--- config.mk ---
export PLATFORM = sky130hd
export DESIGN_NAME = serial_adder
export DESIGN_NICKNAME = d
export VERILOG_FILES = /design/src/rtl/serial_adder.sv
export SDC_FILE = /design/constraint.sdc
export NUM_CORES = 1
export LEC_CHECK = 0
export BUFFER_PORTS_ARGS = -buffer_cell sky130_fd_sc_hd__buf_2
export CORE_ASPECT_RATIO = 1.1
export CORE_MARGIN = 2
export CORE_UTILIZATION = 54
export DETAILED_ROUTE_END_ITERATION = 12
export PLACE_DENSITY = 0.8
export SLEW_MARGIN = 15
export SYNTH_ARGS = -nofsm -noshare
export SYNTH_HDL_FRONTEND = slang
export SYNTH_SLANG_ARGS = --single-unit
--- constraint.sdc ---
create_clock -name clk -period 2.7 [get_ports clk]
set_input_delay 0.405 -clock clk [delete_from_list [all_inputs] [get_ports clk]]
set_output_delay 0.405 -clock clk [all_outputs]
set_load 0.1 [all_outputs]
--- src/rtl/serial_adder.sv ---
// Bit-serial unsigned adder: {Co, Sum} = A + B + Ci, one bit per clock, LSB first.
// Latency WIDTH cycles from the start edge; one result per WIDTH+1 cycles back-to-back.
// No queuing: start is taken only in IDLE or DONE, and is ignored while busy.
//
// Ports:
//   clk, rst        rising-edge clock, synchronous active-high reset
//   start, A, B, Ci request and operands, sampled together when busy is low
//   busy            high while bits are being processed
//   done            one-cycle pulse when Sum/Co (and Ovf) carry a new result
//   Sum, Co         registered result, held until the next result lands
//   Ovf             signed overflow, only when SERIAL_ADDER_OVF_EN is defined
module serial_adder #(
    parameter int WIDTH = 4
) (
    input  logic             clk,
    input  logic             rst,
    input  logic             start,
    input  logic [WIDTH-1:0] A,
    input  logic [WIDTH-1:0] B,
    input  logic             Ci,
    output logic             busy,
    output logic             done,
    output logic [WIDTH-1:0] Sum,
    output logic             Co
`ifdef SERIAL_ADDER_OVF_EN
    ,
    output logic             Ovf
`endif
);

    localparam int CW = $clog2(WIDTH);
    localparam logic [CW-1:0] LAST = CW'(WIDTH - 1);

    typedef enum logic [1:0] {
        IDLE = 2'd0,
        RUN  = 2'd1,
        DONE = 2'd2
    } state_t;

    state_t state, state_nxt;

    logic [WIDTH-1:0] a_sh, b_sh, sum_sh;
    logic             carry;
    logic [CW-1:0]    cnt;
    logic             load, last;
    logic             s, c_nxt;

    // single full-adder cell on the operand LSBs
    assign s     = a_sh[0] ^ b_sh[0] ^ carry;
    assign c_nxt = (a_sh[0] & b_sh[0]) | (a_sh[0] & carry) | (b_sh[0] & carry);

    always_ff @(posedge clk) begin
        if (rst) state <= IDLE;
        else     state <= state_nxt;
    end

    always_comb begin
        state_nxt = state;
        busy      = 1'b0;
        done      = 1'b0;
        load      = 1'b0;
        last      = 1'b0;
        case (state)
            IDLE: begin
                if (start) begin
                    load      = 1'b1;
                    state_nxt = RUN;
                end
            end
            RUN: begin
                busy = 1'b1;
                if (cnt == LAST) begin
                    last      = 1'b1;
                    state_nxt = DONE;
                end
            end
            DONE: begin
                done = 1'b1;
                // a start in the DONE cycle chains straight into the next add
                if (start) begin
                    load      = 1'b1;
                    state_nxt = RUN;
                end else begin
                    state_nxt = IDLE;
                end
            end
            default: state_nxt = IDLE;
        endcase
    end

    always_ff @(posedge clk) begin
        if (rst) begin
            a_sh   <= '0;
            b_sh   <= '0;
            sum_sh <= '0;
            carry  <= 1'b0;
            cnt    <= '0;
            Sum    <= '0;
            Co     <= 1'b0;
`ifdef SERIAL_ADDER_OVF_EN
            Ovf    <= 1'b0;
`endif
        end else if (load) begin
            a_sh  <= A;
            b_sh  <= B;
            carry <= Ci;
            cnt   <= '0;
        end else if (busy) begin
            a_sh   <= {1'b0, a_sh[WIDTH-1:1]};
            b_sh   <= {1'b0, b_sh[WIDTH-1:1]};
            sum_sh <= {s, sum_sh[WIDTH-1:1]};
            carry  <= c_nxt;
            cnt    <= cnt + CW'(1);
            // the final bit is merged here so the result lands on the DONE edge
            if (last) begin
                Sum <= {s, sum_sh[WIDTH-1:1]};
                Co  <= c_nxt;
`ifdef SERIAL_ADDER_OVF_EN
                // carry still holds the carry into the MSB at this point
                Ovf <= carry ^ c_nxt;
`endif
            end
        end
    end

endmodule

==> reports/metrics.csv <==
stage,metric,value,unit
global_routing,largest net degree at the start of global routing,22,
synth,Compound-Gate Fraction of Synth Area,13.7,%
status,status,"complete, no violations",
critical_path,WS Path Type,flop to output pin,
timing,Final period util,76.6,%
detailed_routing,Routed WL,1550,µm
timing,Final setup viols,0,
clocking,Root Driver,clkbuf_4,
synth,Synth Area in Adders,3.90,%
detailed_routing,vias post-DR,692,
clocking,"Gates resized, CTS repair",0,
clocking,CTS hold repair buffers,0,
clocking,H-tree levels,1,
global_routing,final global-route overflow total,0,
global_routing,gr usage total,17.8,%
synth,mux contribution to synthesized area,2.40,%
clocking,Clock Sinks,21,
clocking,post-CTS setup buffer count,0,
synth,syn nets,108,
timing,Tmin final,2.07,ns
global_routing,antenna violations before repair,0,
layout,most frequent cells in the layout,"dfxtp_1 (21), buf_2 (18), nand2_1 (16)",
detailed_routing,Wirelength per Cell,12.3,µm
worst_hold_path,hold path endpoint,a_sh[3]$_SDFFE_PP0P_,
layout,final core utilization,66.7,%
detailed_routing,DR DRC count,0,
timing,worst rel slew slack,56.9,%
synth,area share of the largest cell type after synthesis,50.5,%
critical_path,CP arrival,1.66,ns
synth,"Avg Cell Area, Syn",8.86,µm²
die,DIE HEIGHT,45.2,µm
placed_design,Placer Congestion,0.702,
critical_path,Reg-to-Reg Start,state[1]$_SDFFE_PP0P_,
placed_design,dpl hpwl,1040,µm
layout,diode count,0,
layout,"Cell Count, Final, Fillers Out",126,
synth,sequential area share after synthesis,50.5,%
timing,Worst-Margin Slew,0.646,ns
critical_path,worst reg2reg path depth,4,
die,Boundary Pins,19,
clocking,"Reg clk slew, reported paths",0.11,ns
timing,hold slack,0.325,ns
timing,Slew Limit Fails,0,
worst_hold_path,hold path start,A[3],
placed_design,Cells after DPL,122,
synth,Area contributors post-synth,"dfxtp_1 (50%), nand2_1 (7.2%), a21oi_1 (6.6%)",
die,Initial Utilization,59.5,%
die,die width,41.5,µm
synth,cell area after synthesis,833,µm²
timing,setup TNS,0,ns
worst_hold_path,worst hold-check path type,primary input to flop,
clocking,clock tree from TritonCTS,done,
power,Pwr Density,607,nW/µm²
timing,Final Skew,0.00554,ns
synth,cell taking the most area after synthesis,dfxtp_1,
power,Leak,0.380,nW
synth,Yosys cell types,23,
die,core area,1400,µm²
synth,Synth Instances,94,
layout,share of cells above drive strength 1,21.8,%
layout,# nets final,125,
detailed_routing,Pre-antenna DRT Iters,4,
detailed_routing,DRT iter0 DRCs,10,
critical_path,CP startpoint,state[1]$_SDFFE_PP0P_,
placed_design,IO buf count,18,
critical_path,FF-to-FF setup slack,1.34,ns
global_routing,vias in the first global route,616,
power,worst vdd ir,0.000374,V
worst_hold_path,hold depth,3,
clocking,later-pin clock latency in the skew report,0.31,ns
timing,Final Hold Fails,0,
synth,largest family of logic cells by synthesized area,simple AND/OR/NAND/NOR gates,
detailed_routing,vias per inst,5.49,
die,Site Rows,14,
critical_path,Worst Setup End Kind,output pin,
clocking,Clock Path Buffers,2,
timing,Max Fclk,483,MHz
run,Max Cap Violations,0,
critical_path,Critical Path Fanout Max,18,
detailed_routing,remaining antenna violation count,0,
critical_path,Crit path required time,2.30,ns
synth,Simple-Gate Fraction of Synth Area,23.4,%
synth,YS warnings,0,
layout,Layout area overhead,12.2,%
layout,"most common cell after layout, fill and taps aside",dfxtp_1,
clocking,total CTS buffers,3,
synth,"FF+latch count, synth",21,
timing,RSZ-0062 raised after global routing,false,
global_routing,first-pass GRT wire length,2540,µm
die,die area,1870,µm²
critical_path,Crit Reg-Reg Endpoint,a_sh[2]$_SDFFE_PP0P_,
synth,post-synthesis xor/xnor area fraction,1.05,%
critical_path,CP Launch Type,flop,
[report_power, final]
group          switching, mW  internal (mW)  leakage [nW]  total, mW
clock network         0.0974         0.0553        0.0177      0.153
registers             0.0107          0.326         0.171      0.336
logic                 0.0498         0.0282         0.191     0.0780
total                  0.158          0.409         0.380      0.567
[worst max-delay path: stages, from the launching register on]
cell and delay, ns:
dfxtp_1 0.33, nand2b_2 0.33, inv_4 0.24, buf_2 0.46
[worst max path at each step]
stage,slack (ns),depth (start not counted),to
after floorplan,0.62,1,done
after global placement,1.01,3,busy
after detailed placement,0.97,3,busy
after CTS,0.62,3,busy
after global routing,0.54,3,busy
final,0.63,3,busy
[registers in the layout (all words and copies together), names as in the netlist]
name,cells
sum_sh,3
Co,1
state,2
b_sh,4
cnt,2
carry,1
a_sh,4
Sum,4
[cell families after synthesis]
kind of cell | after synthesis
AOI/OAI and AO/OA | 19
xor gates and xnor gates | 1
adders and majority gates | 2
buffers and inverters | 7
DFF | 21
muxes | 2
and+or+nand+nor | 42
[synth_stat cells]
master,n
ha_1,1
buf_2,2
nand2b_1,1
a21oi_1,11
nand3b_1,1
nor2b_1,2
inv_4,1
clkbuf_1,2
nand2b_2,1
buf_6,1
xnor2_1,1
a22oi_1,2
mux2i_1,2
a311oi_1,2
dfxtp_1,21
nor2_1,4
o21a_1,1
nand3_1,8
nand2_1,16
fa_1,1
nor3_1,9
o22ai_1,3
buf_4,1
[through the flow]
| step | setup WS (ns) | instance area [µm²] | power, mW |
|---|---|---|---|
| final | 0.632 | 935 | 0.567 |
| after global routing | 0.544 | 935 | 0.593 |
| after CTS | 0.622 | 935 | 0.567 |
| after detailed placement | 0.965 | 907 | 0.420 |
| after global placement | 1.01 | 907 | 0.418 |
| after floorplan | 0.622 | 833 | 0.405 |
[per-layer routing]
metal  wire (µm)  track usage (%)  share of wire (%)  up-vias
li1            -                -                  -      363
met5           0                0                  0        -
met2         757             31.3                 49       19
met4          16             5.81                1.0        0
met1         705             21.8                 45      307
met3          71             4.00                4.6        3
[final cells by class]
class | instances | area, µm²
clock buffer | 3 | 22.5
clock inverter | 1 | 5.00
inverter | 1 | 6.26
tap | 16 | 20.0
sequential | 21 | 420
timing repair buffer | 18 | 90.1
fill | 140 | 467
multi-input combinational | 66 | 370
No activity file was read; power rests on OpenSTA's default activity.
